[config.mk]
export PLATFORM = sky130hd
export DESIGN_NAME = imm_gen_ctrl
export DESIGN_NICKNAME = d
export VERILOG_FILES = /design/src/rtl/imm_gen_ctrl.sv
export SDC_FILE = /design/constraint.sdc
export NUM_CORES = 1
export LEC_CHECK = 0
export ABC_CLOCK_PERIOD_IN_PS = 1900
export BUFFER_PORTS_ARGS = -buffer_cell sky130_fd_sc_hd__buf_2
export CAP_MARGIN = 25
export CORE_ASPECT_RATIO = 0.6
export CORE_MARGIN = 2
export CORE_UTILIZATION = 51
export CTS_CLUSTER_DIAMETER = 120
export DETAILED_ROUTE_END_ITERATION = 6
export PLACE_DENSITY = 0.86
export SYNTH_ARGS = -nofsm -noshare
export SYNTH_HDL_FRONTEND = slang
export SYNTH_SLANG_ARGS = --single-unit
[constraint.sdc]
create_clock -name clk -period 1.9 [get_ports clk]
set_input_delay 0.38 -clock clk [delete_from_list [all_inputs] [get_ports clk]]
set_output_delay 0.38 -clock clk [all_outputs]
set_load 0.01 [all_outputs]
[src/rtl/imm_gen_ctrl.sv]
// imm_gen_ctrl: two-stage elastic immediate generator for the LEGv8 core.
// S1 captures the instruction and its decoded format; S2 holds the extended,
// shifted immediate and its side-band outputs. Valid/ready on both sides.
// Optional feature macro: IMM_GEN_MOVK_MASK_EN (compiles in the movk_mask
// register; when undefined movk_mask is tied to zero).
module imm_gen_ctrl #(
    parameter int INSTR_W = 32
) (
    input  logic               clk,
    input  logic               reset,
    input  logic               in_valid,
    output logic               in_ready,
    input  logic [INSTR_W-1:0] instr,
    input  logic               flush,
    output logic               out_valid,
    input  logic               out_ready,
    output logic [63:0]        imm,
    output logic [2:0]         imm_kind,
    output logic [63:0]        movk_mask,
    output logic               illegal
);

    typedef enum logic [2:0] {
        KIND_NONE = 3'd0,
        KIND_D    = 3'd1,
        KIND_I    = 3'd2,
        KIND_CB   = 3'd3,
        KIND_B    = 3'd4,
        KIND_IM   = 3'd5
    } kind_e;

    // Format classification; earlier formats win when opcodes overlap.
    function automatic kind_e decode_kind(input logic [INSTR_W-1:0] w);
        logic  is_b, is_cb, is_d, is_i, is_im;
        kind_e k;
        is_b  = (w[31:26] == 6'b000101) || (w[31:26] == 6'b100101);
        is_cb = (w[31:24] == 8'b10110100) || (w[31:24] == 8'b10110101) ||
                (w[31:24] == 8'b01010100);
        is_d  = (w[31:21] == 11'b11111000010) || (w[31:21] == 11'b11111000000);
        case (w[31:22])
            10'b1001000100, 10'b1011000100, 10'b1101000100, 10'b1111000100,
            10'b1001001000, 10'b1011001000, 10'b1101001000: is_i = 1'b1;
            default:                                        is_i = 1'b0;
        endcase
        is_im = (w[31:23] == 9'b110100101) || (w[31:23] == 9'b111100101);
        if (is_b)       k = KIND_B;
        else if (is_cb) k = KIND_CB;
        else if (is_d)  k = KIND_D;
        else if (is_i)  k = KIND_I;
        else if (is_im) k = KIND_IM;
        else            k = KIND_NONE;
        return k;
    endfunction

    // Extension and per-format shift of the immediate field.
    function automatic logic [63:0] build_imm(input logic [INSTR_W-1:0] w, input kind_e k);
        logic [63:0] r;
        case (k)
            KIND_D:  r = {{55{w[20]}}, w[20:12]};
            KIND_I:  r = {52'd0, w[21:10]};
            KIND_CB: r = {{43{w[23]}}, w[23:5], 2'b00};
            KIND_B:  r = {{36{w[25]}}, w[25:0], 2'b00};
            KIND_IM: r = {48'd0, w[20:5]} << {w[22:21], 4'b0000};
            default: r = 64'd0;
        endcase
        return r;
    endfunction

    // Bits of Rd that MOVK keeps; MOVK differs from MOVZ in opcode bit 29.
    function automatic logic [63:0] build_mask(input logic [INSTR_W-1:0] w, input kind_e k);
        logic [63:0] r;
        if ((k == KIND_IM) && w[29]) r = ~(64'hFFFF << {w[22:21], 4'b0000});
        else                         r = 64'd0;
        return r;
    endfunction

    logic               s1_valid_r;
    logic [INSTR_W-1:0] s1_instr_r;
    kind_e              s1_kind_r;
    logic               out_valid_r;
    logic [63:0]        imm_r;
    logic [2:0]         kind_r;
    logic               illegal_r;
    logic               s2_ready_s;
    logic               s2_load_s;
    logic               s1_load_s;
    logic               unused_s;

    // S2 can take new data when empty or when its contents leave this cycle.
    assign s2_ready_s = !out_valid_r || out_ready;
    assign s2_load_s  = s1_valid_r && s2_ready_s;
    assign in_ready   = !flush && (!s1_valid_r || s2_load_s);
    assign s1_load_s  = in_valid && in_ready;
    // Rd/Rt field travels with the instruction but carries no immediate.
    assign unused_s   = ^s1_instr_r[4:0];

    // S1: capture instruction and decoded format; flush squashes.
    always_ff @(posedge clk or negedge reset) begin
        if (!reset) begin
            s1_valid_r <= 1'b0;
            s1_instr_r <= '0;
            s1_kind_r  <= KIND_NONE;
        end else if (flush) begin
            s1_valid_r <= 1'b0;
        end else if (s1_load_s) begin
            s1_valid_r <= 1'b1;
            s1_instr_r <= instr;
            s1_kind_r  <= decode_kind(instr);
        end else if (s2_load_s) begin
            s1_valid_r <= 1'b0;
        end else begin
            s1_valid_r <= s1_valid_r;
        end
    end

    // S2: register the immediate and side-band; held while the consumer stalls.
    always_ff @(posedge clk or negedge reset) begin
        if (!reset) begin
            out_valid_r <= 1'b0;
            imm_r       <= 64'd0;
            kind_r      <= 3'd0;
            illegal_r   <= 1'b0;
        end else if (flush) begin
            out_valid_r <= 1'b0;
        end else if (s2_load_s) begin
            out_valid_r <= 1'b1;
            imm_r       <= build_imm(s1_instr_r, s1_kind_r);
            kind_r      <= s1_kind_r;
            illegal_r   <= (s1_kind_r == KIND_NONE);
        end else if (out_ready) begin
            out_valid_r <= 1'b0;
        end else begin
            out_valid_r <= out_valid_r;
        end
    end

`ifdef IMM_GEN_MOVK_MASK_EN
    logic [63:0] mask_r;

    // S2 MOVK preserve-mask register, loaded alongside the immediate.
    always_ff @(posedge clk or negedge reset) begin
        if (!reset) begin
            mask_r <= 64'd0;
        end else if (!flush && s2_load_s) begin
            mask_r <= build_mask(s1_instr_r, s1_kind_r);
        end else begin
            mask_r <= mask_r;
        end
    end

    assign movk_mask = mask_r;
`else
    logic [63:0] unused_mask_s;
    assign unused_mask_s = build_mask(s1_instr_r, s1_kind_r);
    assign movk_mask     = 64'd0;
`endif

    assign out_valid = out_valid_r;
    assign imm       = imm_r;
    assign imm_kind  = kind_r;
    assign illegal   = illegal_r;

endmodule

## Word level (Yosys, flattened, before mapping)

Cells that the tools add are included.
Widths: inputs -> output; s select.

| word-level totals | value |
|---|---|
| bits in registers | 99 |
| input bits | 37 |
| output and inout bits | 134 |
| logic and storage cells | 64 |

| operators by class | value |
|---|---|
| equal/unequal tests | 21 |
| shift operators | 1 |
| muxes and demuxes | 15 |
| bitwise gates (word level) | 1 |
| reductions and logical operators | 19 |

Operator list:

| operator | count |
|---|---|
| $pmux 64 s5 | 1 |
| $eq 10x10->1 const B | 7 |
| $shl 16x6->64 | 1 |
| $eq 11x11->1 const B | 2 |
| $eq 9x9->1 const B | 2 |
| $eq 8x8->1 const B | 2 |
| $mux 3 | 5 |
| $mux 1 | 9 |
| $eq 8x7->1 const B | 1 |
| $logic_or 1x1->1 | 7 |
| $reduce_or 7->1 | 1 |
| $eq 3x2->1 const B | 2 |
| $eq 3x3->1 const B | 2 |
| $eq 6x3->1 const B | 1 |
| $eq 6x6->1 const B | 1 |
| $reduce_bool 3->1 | 2 |
| $reduce_and 2->1 | 2 |
| $eq 3x1->1 const B | 1 |
| $logic_and 1x1->1 | 3 |
| $logic_not 1->1 | 3 |
| $logic_not 3->1 | 1 |
| $not 1->1 | 1 |

## Longest topological paths before layout

Gate-level depths: netlist of run 1.

| depth | value |
|---|---|
| depth after elaboration | 12 |
| depth in mapped cells | 7 |
| gate-level depth less buffers | 4 |

## Worst setup path before layout of run 1

OpenSTA, ideal clock, no wires.

| timing path | value |
|---|---|
| kind | register to register |
| from | reg out_valid_r, in the netlist out_valid |
| to | reg s1_instr_r[0] |
| library setup time | 125 ps |
| arrival | 1352 ps |
| data required time | 1775 ps |
| slack | 423 ps |
| stages on the path, launching flop included | 5 |
| path buffers | 1 |
| clock period less this slack | 1477 ps |
| path through | dfrtp_1 -> nor2b_1 -> a211o_1 -> buf_2 -> mux2_2 |

| between the ends | value |
|---|---|
| longest elaborated chain between the ends | 7 |

Ends and longest elaborated chain:

| what | RTL line | text |
|---|---|---|
| from (decl) | 80 | `logic out_valid_r;` |
| from (signal assigned) | 133 | `out_valid_r <= out_valid_r;` |
| $logic_not 1->1 | 90 | `assign s2_ready_s = !out_valid_r \|\| out_ready;` |
| $logic_or 1x1->1 | 90 |  |
| $logic_and 1x1->1 | 91 | `assign s2_load_s = s1_valid_r && s2_ready_s;` |
| $logic_or 1x1->1 | 92 | `assign in_ready = !flush && (!s1_valid_r \|\| s2_load_s);` |
| $logic_and 1x1->1 | 92 |  |
| $logic_and 1x1->1 | 93 | `assign s1_load_s = in_valid && in_ready;` |
| $reduce_and 2->1 (no line) | -- |  |
| to (signal assigned) | 107 | `s1_instr_r <= instr;` |
| to (decl) | 78 | `logic [INSTR_W-1:0] s1_instr_r;` |

Every way passes these cells.
A chain may end at the register's enable or synchronous reset.

## Worst setup path after layout of run 1

| timing path | value |
|---|---|
| from | reg s1_kind_r[1] |
| to | reg imm_r[29], in the netlist imm[29] |

| between the ends | value |
|---|---|
| longest elaborated chain between the ends | 2 |
| elaborated cells between the ends (all ways) | 6 |
| those cells by class | 5 x eq/ne; 1 x mux |

Ends and longest elaborated chain:

| what | RTL line | text |
|---|---|---|
| from (decl) | 79 | `kind_e s1_kind_r;` |
| from (signal assigned) | 108 | `s1_kind_r <= decode_kind(instr);` |
| $eq 3x3->1, or another cell as far along | 58 | `case (k)` |
| $pmux 64 s5 * | 58 |  |
| to (signal assigned) | 127 | `imm_r <= build_imm(s1_instr_r, s1_kind_r);` |
| to (decl) | 81 | `logic [63:0] imm_r;` |

Every way passes the cells marked *; elsewhere a longest branch is shown, timed or not.

==> out/results.txt, run 1 <==
The ratio of cells with drive above 1 in the final layout was 28.0%; the number of violations reported at the end of detailed-routing iteration 0 was 594. The via count of the routed design is 4,364. The sequential cells in the finished layout cover a total of 2480 um^2. The detail-routed via count per cell came out at 5.59. Entering global routing, the biggest net connects 64 pins. The growth of design area from synthesis to finish was 14.9%.

The origin of the worst min-delay path is flush. The die covers 11,200 um^2. The length of the first detailed-routing pass in iterations is 5, and the number of remaining DRC errors is 0. The biggest area consumer among synthesized cells was sky130_fd_sc_hd__dfrtp_1. STA puts the critical path data arrival time at 2.06 ns. For this run, the number of Yosys warnings is 0. The type of element launching the critical path is a register. The HPWL after detailed placement is 10,000 um. Setup repair after global routing left no endpoint under its margin. In this run the mean area of a mapped cell was 9.56 um^2.

The number of max-slew violations in the final report was 0; the endpoint required time on the critical path was 2.17 ns. Setup violations remaining at the end of the flow were counted as 0. The total wire length was 14,200 um.

Static timing analysis puts the maximum clock frequency at 557 MHz. The logs give 28 for the standard-cell row count and 552 for the synthesized instance count. In this run the biggest area consumer among cell types represents 46.9% of the synthesized area.

The power per unit of standard cell area came out at 968 nW/um^2. The worst setup path is of the reg2reg kind. The number of storage elements in the synthesis netlist came out at 99.

The multi-input combinational cells in the finished layout cover a total of 2260 um^2. For this run, asynchronously set or reset flops after synthesis account for 100%. Summed over all cells, the static leakage comes to 0.00288 uW. The worst reg2reg path depth was 5. The count of nets left with antenna violations once routing finished came out at 0. Number of antenna violations at the first check in global routing: 0. The longest clock path from root to sink contains 2 buffers. The time the final worst path needs with I/O delays and setup was 1.80 ns; the detail-routed net length per standard cell was 18.2 um.

The tools report the final sum of negative setup slack as 0 ns. The clock net in this run drives a total of 99 sinks. At the pin with the least slew margin, the transition time is 0.510 ns. The worst-case IR drop observed on VDD is 0.587 mV. The number of primary I/O pins came out at 171. The tool flagged a number of max-cap violations equal to 0. The logs give 3 for the H-tree depth reported by CTS and 4,046 for the via count of the first global-routing pass. STA classifies the critical path endpoint as a register. The core region is 9950 um^2. For the final database, setup skew stands at 0.00779 ns. The flow ran to the end, and the final reports show no timing, DRC or antenna violations.

At the later pin of the worst-skew pair, clock insertion delay measures 0.35 ns. The clock transition at the registers of the reported paths works out to 0.07 ns. Yosys attributes the largest share of cell area to sky130_fd_sc_hd__dfrtp_1, sky130_fd_sc_hd__buf_4, sky130_fd_sc_hd__nand2_1. The first global-routing pass estimated 21,600 um of wire. Of all nets on the critical path, the largest fanout is 11. Count of buffers added by post-CTS timing repair for setup: 0. TritonCTS built the clock tree. The count of fill cells added during filler insertion is 858, and the normalized max-slew margin is 66.0%. For this run, the total global-route usage over all layers was measured as 25.8%.

During placement, the flow inserted port buffers numbering 106. The initial standard-cell utilization of the core was 53.0%; the number of nets in the final layout was 678. The run gives 5280 um^2 as the area of the mapped netlist. Start point of the critical path: s1_kind_r[1]$_DFFE_PN0P_. The die outline width works out to 135 um. The number of buffers inserted during clock tree synthesis was 9.

The sequential fraction of the synthesis area was 46.9%. The tightest hold path in the finished design has a slack of 0.247 ns. The final hold violation count was 0. In the synthesized netlist the dominant register cell turns out to be sky130_fd_sc_hd__dfrtp_1. The number of different library cells used by synthesis comes to 49.

Clock tree synthesis selected as its root buffer the cell sky130_fd_sc_hd__clkbuf_16. The worst register-to-register path begins at s1_kind_r[1]$_DFFE_PN0P_. The congestion estimate from routability-driven global placement came to 0.946.

In this run the worst hold path is classified as in2reg. The synthesized design contains 0 enable-type register cells. Of the available clock period, the critical path in the final layout requires 94.5%. The total global routing overflow was 0; the floorplan die height was 82.8 um. 0 antenna diodes ended up in the layout. Counting instances, the worst hold path has a depth of 2.
[final cells by class]
type / instances / share of cell area [%]
clock buffers: 13 / 4.62
multi-input cells: 396 / 37.3
well taps: 135 / 2.79
flip-flops and latches: 99 / 40.9
clock inverters: 3 / 1.11
inverters: 6 / 0.372
repair buffers: 129 / 12.9
[sequential cells by signal (all words and copies together), names as in the netlist]
register	cells
imm_kind	3
out_valid	1
illegal	1
imm	64
s1_valid_r	1
s1_instr_r	26
s1_kind_r	3
[power breakdown]
part / leakage, uW / switching [uW] / internal [uW]
Clock: 0.000168 / 776 / 1300
Combinational: 0.00142 / 625 / 459
Sequential: 0.00129 / 338 / 2370
[cell usage in the layout, fill, tap and decap left out, types with 11 or more instances in the layout]
cell type	instances
sky130_fd_sc_hd__o21ai_0	25
sky130_fd_sc_hd__nor2_1	11
sky130_fd_sc_hd__buf_2	105
sky130_fd_sc_hd__dfrtp_1	99
sky130_fd_sc_hd__a21oi_1	59
sky130_fd_sc_hd__o21ai_1	40
sky130_fd_sc_hd__mux2_2	26
sky130_fd_sc_hd__a221oi_1	18
sky130_fd_sc_hd__nand2_1	83
sky130_fd_sc_hd__buf_4	17
sky130_fd_sc_hd__conb_1	64
[cells by family after synthesis]
kind of cell | count (synthesis) | share of synthesized area (%)
compound gates | 177 | 20.8
simple gates | 121 | 10.4
buf+inv | 120 | 14.7
flops | 99 | 46.9
mux | 33 | 6.88
xor+xnor | 1 | 0.166
other cells | 1 | 0.0711
[layer usage]
metal / track usage [%] / vias to the layer above / share of wire [%] / wire length (um)
li1: - / 1980 / - / -
met3: 8.08 / 28 / 11 / 1580
met1: 37.2 / 2114 / 44 / 6260
met2: 37.5 / 242 / 43 / 6150
met5: 0 / - / 0 / 0
met4: 7.81 / 0 / 1.7 / 241
[what timing repair did]
| item | CTS | global route |
|---|---|---|
| endpoints found under the setup margin | 0 | 0 |
| resized for setup | 0 | 0 |
| hold buffers | 1 | 0 |
| hold endpoints to repair | 30 | 0 |
[stage by stage]
stage / area, um^2 / power [uW] / worst slack (ns) / cells / util (%)
after floorplan: 5510 / 3370 / 0.423 / 615 / -
after global placement: 5700 / 3750 / 0.243 / 764 / 57.3
after detailed placement: 5700 / 3800 / 0.166 / 764 / 57.3
after CTS: 6060 / 5870 / 0.126 / 781 / 60.9
after global routing: 6060 / 6130 / 0.00279 / 781 / 60.9
final: 6060 / 5870 / 0.105 / 781 / 60.9
[critical path: stages, from the launching register on]
cell and delay (ns):
sky130_fd_sc_hd__dfrtp_1 0.51, sky130_fd_sc_hd__nor4bb_1 0.35, sky130_fd_sc_hd__and2_1 0.42, sky130_fd_sc_hd__buf_4 0.21, sky130_fd_sc_hd__a21oi_1 0.07, sky130_fd_sc_hd__o21ai_1 0.15
[path summary, 6_finish.rpt]
check | endpoint | slack [ns]
worst max-delay path | imm[29]$_DFFE_PN0P_ | 0.10
worst max register to register | imm[29]$_DFFE_PN0P_ | 0.10
max in group asynchronous | s1_instr_r[16]$_DFFE_PN0P_ | 0.83
worst min-delay path | s1_valid_r$_DFFE_PN0P_ | 0.25
min in group asynchronous | imm[26]$_DFFE_PN0P_ | 0.52
worst min register to register | imm[23]$_DFFE_PN0P_ | 0.47
[cell usage after synthesis, types with 2 or more instances]
master                     instances
sky130_fd_sc_hd__a211oi_1          4
sky130_fd_sc_hd__a21oi_1          59
sky130_fd_sc_hd__a21oi_2           2
sky130_fd_sc_hd__a221oi_1         18
sky130_fd_sc_hd__a222oi_1          4
sky130_fd_sc_hd__a22o_1            2
sky130_fd_sc_hd__a22oi_1           2
sky130_fd_sc_hd__a22oi_2           4
sky130_fd_sc_hd__a31oi_1           4
sky130_fd_sc_hd__a41oi_1           2
sky130_fd_sc_hd__and2_1            3
sky130_fd_sc_hd__and3b_1           2
sky130_fd_sc_hd__buf_1             2
sky130_fd_sc_hd__buf_2            18
sky130_fd_sc_hd__buf_4            72
sky130_fd_sc_hd__buf_6             3
sky130_fd_sc_hd__clkbuf_1         18
sky130_fd_sc_hd__dfrtp_1          99
sky130_fd_sc_hd__inv_1             6
sky130_fd_sc_hd__mux2_2           26
sky130_fd_sc_hd__mux2i_1           7
sky130_fd_sc_hd__nand2_1          84
sky130_fd_sc_hd__nand2b_1          4
sky130_fd_sc_hd__nor2_1           11
sky130_fd_sc_hd__nor2b_1           7
sky130_fd_sc_hd__o21ai_0          25
sky130_fd_sc_hd__o21ai_1          40
sky130_fd_sc_hd__o22ai_1           3
No activity file was read; power rests on OpenSTA's default activity.
==> inputs of run 2 (changes only) <==
- BUFFER_PORTS_ARGS: -buffer_cell sky130_fd_sc_hd__buf_2 -> -buffer_cell sky130_fd_sc_hd__buf_4
- CELL_PAD_IN_SITES_DETAIL_PLACEMENT: not set -> 0
- CELL_PAD_IN_SITES_GLOBAL_PLACEMENT: not set -> 1
- CORE_MARGIN: 2 -> not set
- CORE_UTILIZATION: 51 -> 38
==> run 2 against run 1 <==
Non-clock buffer count up 7. Clock power fell by 5%. Sequential power about the same. Utilization fell by 12 points. Critical path depth up 1. First-iteration DRC count down 46%. Total power increased by 0.75%. Worst hold slack got worse by 0.029 ns. Clock skew is 0.0015 ns lower. Via count shrank 1.8%. Critical path type unchanged. Largest cell class unchanged.
==> out/results.txt, run 2 (synthesized netlist as in run 1, its figures left out) <==
TritonCTS built the clock tree. Leaving out fill and tap cells, the most frequent cells in the layout are sky130_fd_sc_hd__buf_4, sky130_fd_sc_hd__dfrtp_1, sky130_fd_sc_hd__nand2_1. The final hold violation count was 0. The path with the worst hold slack has its endpoint at s1_valid_r$_DFFE_PN0P_.

The number of buffer cells added on primary ports came out at 106. In the routed layout, each cell is associated on average with a via count of 5.21. Arrival time of data at the critical path endpoint: 1.97 ns. The maximum fanout count along the critical path is 20, and the max-capacitance violation count is 0. The tools report the via count of the first global-routing pass as 4,043. Dividing the detail-routed wire length by the instance count gives 18.0 um. The worst hold path passes through 2 cells. Entering global routing, the biggest net connects 82 pins. The run gives 0.218 ns as the worst hold slack. The later pin in the worst-skew pair is clocked with a latency of 0.34 ns.

In this run the worst hold path is classified as in2reg. Number of antenna violations at the first check in global routing: 0. Net switching is 30.2% of the power. The clock tree root driver cell was sky130_fd_sc_hd__clkbuf_16. The final sum of negative setup slack is 0 ns.

Setup repair after global routing left no endpoint under its margin. In this run, the number of DRC markers left after iteration 0 of detailed routing was 323. For the instance area after placement, the log shows 6040 um^2. The critical path endpoint category was a register. The fraction of power consumed by sequential logic was 45.7%. The via count of the routed design is 4,285.

The congestion estimate from routability-driven global placement came to 0.858. Summing internal, switching and leakage power gives 5910 uW. The time the final worst path needs with I/O delays and setup is 1.76 ns. The initialized floorplan defines 32 standard-cell rows. Counting cells, the worst reg-to-reg path comes to 6. The library cell used most frequently in the layout, excluding fill and tap cells, is sky130_fd_sc_hd__buf_4. The tools report the first-pass GRT wire length as 23,200 um. Origin of the worst min-delay path: flush. For the number of remaining DRC errors, the log shows 0. The total area inside the core boundary comes to 13,200 um^2. The floorplan step defined a die boundary enclosing 14,400 um^2. The flip-flop count of the largest register after layout is 64, and the switching power is 1780 uW. The clock passes through at most 2 buffers. The tools report the number of clock sinks as 99. The capturing point of the worst reg2reg path is imm[18]$_DFFE_PN0P_.

The number of nets in the final layout is 685. The floorplan die height came out at 93.3 um. Counting the buffers created by CTS gives 9. During I/O placement, the number of pins put on the boundary was 171. Once the floorplan was initialized, standard cells occupied 40.1% of the core.

Of the total power, combinational logic draws 21.0%. The tools report the type of element launching the critical path as a register. The internal power of the cells totals 4130 uW. Clock skew on the completed layout was measured at 0.00625 ns. The count of nets left with antenna violations after detail routing is 0, and the number of max-slew violations in the final report is 0.

After legalization and detailed placement, the total HPWL measured 10,700 um. The endpoint required time on the critical path came out at 2.11 ns. Of the cells placed in the final design, the portion with a size suffix greater than 1 is 28.8%.

Clock-pin slew was measured on the worst setup and hold paths at 0.07 ns. The H-tree was split into 3 levels. The final instance area was 6390 um^2. The die outline width was 154 um. For the number of endpoints failing setup at the final stage, the log shows 0. The run finished with clean final reports. The critical path is of the reg2reg type.

Wires add up to 14,800 um. The aggregate global-route resource usage was 21.5%; the total inserted antenna cells was 0. The area growth from synthesis to layout is 21.1%. Across the VDD grid, the largest voltage drop is 0.521 mV.

The reg-to-reg startpoint is s1_kind_r[1]$_DFFE_PN0P_. The worst reg-to-reg setup slack came out at 0.14 ns. The proportion of power drawn by the clock network is 33.3%, and the fraction of the cycle the final worst path needs is 92.4%. For this run the aggregate overflow at the end of global routing stands at 0. For this design the static power due to leakage is 0.00293 uW.

The first detailed-routing pass took 5 iterations. Static timing analysis puts the maximum clock frequency at 570 MHz. Dividing total power by cell area gives a power density of 925 nW/um^2.
-- run 2: cell count changes in the layout (fill, tap and decap cells not counted) --
cell and change:
sky130_fd_sc_hd__dfrtp_2 +1, sky130_fd_sc_hd__clkbuf_1 +2, sky130_fd_sc_hd__buf_2 -105, sky130_fd_sc_hd__clkbuf_8 -4
sky130_fd_sc_hd__dfrtp_1 -1, sky130_fd_sc_hd__and2_2 +1, sky130_fd_sc_hd__inv_6 +2, sky130_fd_sc_hd__and2_1 -1
sky130_fd_sc_hd__buf_4 +112
-- run 2: stage by stage --
stage	worst slack (ns)	util (%)	cells
2_1_floorplan	0.423	-	615
3_3_place_gp	0.169	45.9	803
3_5_place_dp	0.0945	45.9	803
4_1_cts	0.0638	48.3	820
5_1_grt	0.0739	48.5	823
6_report	0.144	48.5	823
-- run 2: routing by layer --
layer | global-route usage [%] | up-vias | routed length (um)
met3 | 5.61 | 17 | 1370
met1 | 33.3 | 2063 | 7170
met5 | 0 | - | 0
li1 | - | 1989 | -
met4 | 5.50 | 0 | 181
met2 | 28.9 | 216 | 6120
-- run 2: what timing repair did --
action	in CTS	in global routing
buffers inserted	0	3
hold buffers	1	0
endpoints found under the setup margin	0	38
endpoints found under the hold margin	18	0
resized for setup	0	2
-- run 2: cell type report --
class / instances / area, um^2
Fill cell: 1242 / 6780
Clock buffer: 11 / 233
Tap cell: 170 / 213
Inverter: 6 / 22.5
Multi-Input combinational cell: 396 / 2260
Clock inverter: 5 / 85.1
Sequential cell: 99 / 2480
Timing Repair Buffer: 136 / 1100
-- run 2: power groups by stage --
stage	clock network [uW]	logic, uW	registers (uW)
6_report	1970	1240	2700
3_5_place_dp	0	1230	2730
5_1_grt	2080	1370	2730
3_3_place_gp	0	1200	2720
2_1_floorplan	0	727	2640
4_1_cts	2000	1230	2690
-- run 2: worst max-delay path by stage --
stage | from | end | depth (start not counted)
2_1_floorplan | out_valid$_DFFE_PN0P_ | s1_instr_r[0]$_DFFE_PN0P_ | 4
3_3_place_gp | s1_kind_r[1]$_DFFE_PN0P_ | imm[28]$_DFFE_PN0P_ | 5
3_5_place_dp | s1_kind_r[1]$_DFFE_PN0P_ | imm[41]$_DFFE_PN0P_ | 6
4_1_cts | s1_kind_r[1]$_DFFE_PN0P_ | imm[41]$_DFFE_PN0P_ | 6
5_1_grt | s1_kind_r[1]$_DFFE_PN0P_ | imm[28]$_DFFE_PN0P_ | 5
6_report | s1_kind_r[1]$_DFFE_PN0P_ | imm[18]$_DFFE_PN0P_ | 6
-- run 2: worst max-delay path, cell delays in order, from the launching register on --
cell,delay (ns)
sky130_fd_sc_hd__dfrtp_2,0.47
sky130_fd_sc_hd__buf_12,0.19
sky130_fd_sc_hd__nor3b_4,0.06
sky130_fd_sc_hd__buf_4,0.17
sky130_fd_sc_hd__buf_4,0.13
sky130_fd_sc_hd__a222oi_1,0.49
sky130_fd_sc_hd__o21ai_1,0.12
==> inputs of run 3 (changes only) <==
- MAX_ROUTING_LAYER: not set -> met4
==> run 3 against run 2 <==
Worst hold slack worse by 0.00070 ns. Total power is 0.92% lower. Highest routed layer unchanged. Clock skew is 0.0010 ns lower. Combinational power hardly changed.
==> out/results.txt, run 3 (synthesized netlist as in run 1, its figures left out) <==
Area of all sequential standard cells: 2480 um^2. From bottom edge to top edge, the die measures 93.3 um. For this design the top-level I/O count stands at 171. Setup violations remaining at the end of the flow were counted as 0. In the layout the commonest cells are sky130_fd_sc_hd__buf_4, sky130_fd_sc_hd__dfrtp_1, sky130_fd_sc_hd__nand2_1. The tools report the number of antenna violations at the first check in global routing as 0. After detailed routing, the average wire length per cell comes to 18.3 um. CTS saw 99 sinks. For the proportion of power drawn by the clock network, the log shows 32.6%. Detailed placement ended at an HPWL of 11,000 um. Clock transition at the registers of the reported paths: 0.07 ns. The most numerous cell type found on the critical path is sky130_fd_sc_hd__buf_4. Registers are responsible for 46.1% of the overall power. The run gives 21.3% as the combinational power share.

Worst reg-to-reg setup slack: 0.16 ns. The H-tree was split into 3 levels. Counting I/O delays and the setup requirement, the final critical path takes 1.74 ns. The cell with the biggest individual delay on the critical path was sky130_fd_sc_hd__dfrtp_1.

The die outline width works out to 154 um. Counting the fill cells in the layout gives 1,248. Commonest non-fill, non-tap cell in the layout: sky130_fd_sc_hd__buf_4. The growth of design area from synthesis to finish is 20.9%, and the switching share of power is 30.1%.

The tool flagged a number of max-cap violations equal to 0. The worst hold path belongs to the class in2reg. Total wire length: 15,100 um. The number of remaining DRC errors is 0. STA classifies the critical path startpoint as a register. Among cell families on the critical path, the largest total delay comes from compound AO/OA/AOI/OAI gates. The detail route stage leaves a number of antenna-violating nets equal to 0.

The tools report the terminating pin of the worst hold path as s1_valid_r$_DFFE_PN0P_. The worst hold path begins at flush. The internal power of the cells totals 4090 uW. For the clock network latency to the later pin of the worst-skew pair, the log shows 0.34 ns. Setup total negative slack on the finished layout was measured at 0 ns.

The run finished with clean final reports. The number of max-slew violations in the final report was 0. After detailed routing, the number of vias per cell comes to 5.29. For the quantity of gates resized following cts, the log shows 0. Counting along the longest clock path gives a buffer depth of 2.

The tools report the via count of the first global-routing pass as 4,153. The number of nets in the final layout came out at 686. At the worst endpoint, the required time is 2.12 ns. The peak clock frequency supported by timing came out at 574 MHz. The worst register-to-register path ends at imm[5]$_DFFE_PN0P_. The worst hold slack was 0.218 ns.

The worst setup path is captured at a register. Counting both buffers and inverters, the worst setup path holds a total of 2. The reg-to-reg startpoint is s1_kind_r[1]$_DFFE_PN0P_.

TritonCTS built the clock tree. TritonCTS created 9 clock buffers. The power per unit of standard cell area came out at 918 nW/um^2. In this run the power spent charging and discharging nets is 1770 uW. The tools report the final hold violation count as 0.

The first-pass GRT wire length is 23,400 um. The signal on the critical path passes through buf_4 > buf_4 > mux2i_1 > a21oi_1 > a221oi_1 > o22ai_1. The worst hold path was traced through 2 stages. The die area was 14,400 um^2; the via count of the routed design was 4,363. Once the floorplan was initialized, standard cells occupied 40.1% of the core. Aggregate global-route resource usage: 22.2%. The standard-cell row count is 32, and the fraction of the cycle the final worst path needs is 91.6%.

After detailed placement, the total cell area comes to 6060 um^2. In this run, the number of DRC markers left after iteration 0 of detailed routing was 406. IR analysis of the VDD net gives a maximum drop of 0.477 mV.

The total inserted antenna cells came out at 0. The area of the multi-input gates came out at 2260 um^2. Setup repair after global routing left no endpoint under its margin. The pin count of the biggest net entering global routing was 64; the leakage dissipation was 0.00294 uW.

Global routing finished with a remaining overflow of 0. In this run the tool buffered the top-level ports with 106 buffer cells. The worst-case clock skew was 0.00524 ns. At the end of routability-driven placement, the weighted congestion stood at 0.897.

The sum of internal, switching and leakage power is 5860 uW. In this design, the stage delay of the slowest critical-path cell is 0.43 ns. The tree is rooted in a sky130_fd_sc_hd__clkbuf_16.

The run gives 6380 um^2 as the final instance area. By startpoint and endpoint, the worst setup path is classified as reg2reg. The first detailed-routing pass ran for 5 iterations. Cells with a size suffix above 1 make up 28.7% of the layout. Along the worst path, the maximum fanout reaches 12.

The flip-flop count of the largest register after layout was 64; the core area was 13,200 um^2. For the worst flop-to-flop path, the logic depth is 6. Data on the critical path arrives at its endpoint at 1.96 ns.
[run 3: layer usage]
metal	track usage [%]	up-vias	share of wire [%]
li1	-	1995	-
met1	32.2	2141	48
met2	30.3	212	41
met3	6.58	15	9.4
met4	4.50	0	0.95
met5	-	-	0
[run 3: how the worst max path moves through the flow]
stage / start / to / slack, ns / cells after the start
global route: s1_kind_r[1]$_DFFE_PN0P_ / imm[30]$_DFFE_PN0P_ / 0.07 / 5
finish: s1_kind_r[1]$_DFFE_PN0P_ / imm[5]$_DFFE_PN0P_ / 0.16 / 6
global placement: s1_kind_r[1]$_DFFE_PN0P_ / imm[46]$_DFFE_PN0P_ / 0.29 / 6
floorplan: out_valid$_DFFE_PN0P_ / s1_instr_r[0]$_DFFE_PN0P_ / 0.42 / 4
CTS: s1_kind_r[1]$_DFFE_PN0P_ / imm[5]$_DFFE_PN0P_ / 0.20 / 6
detailed placement: s1_kind_r[1]$_DFFE_PN0P_ / imm[46]$_DFFE_PN0P_ / 0.22 / 6
[run 3: repair_timing]
| item | 4_1_cts | 5_1_grt |
|---|---|---|
| hold buffers | 1 | 0 |
| setup buffers | 0 | 0 |
| endpoints found under the hold margin | 19 | 0 |
[run 3: cell type report]
cell class | instances | area share (%)
clock inverters | 3 | 0.686
flip-flops and latches | 99 | 38.8
repair buffers | 137 | 17.1
inverters | 6 | 0.353
well taps | 170 | 3.33
clock buffers | 13 | 4.23
multi-input cells | 396 | 35.4
[run 3: power groups by stage]
stage	sequential (uW)	clock, uW	combinational, uW
floorplan	2640	0	727
global placement	2720	0	1220
detailed placement	2730	0	1250
CTS	2690	1940	1250
global route	2720	2030	1370
finish	2700	1910	1250
[run 3: metrics by stage]
step,cells,worst slack [ns],utilization (%)
floorplan,615,0.423,-
global placement,807,0.289,46.0
detailed placement,807,0.221,46.0
CTS,824,0.199,48.5
global route,824,0.0672,48.5
finish,824,0.159,48.5
[run 3: worst register-to-register path: stages, from the launching register on]
cell,delay [ns]
sky130_fd_sc_hd__dfrtp_1,0.43
sky130_fd_sc_hd__buf_4,0.23
sky130_fd_sc_hd__buf_4,0.22
sky130_fd_sc_hd__mux2i_1,0.25
sky130_fd_sc_hd__a21oi_1,0.10
sky130_fd_sc_hd__a221oi_1,0.26
sky130_fd_sc_hd__o22ai_1,0.13
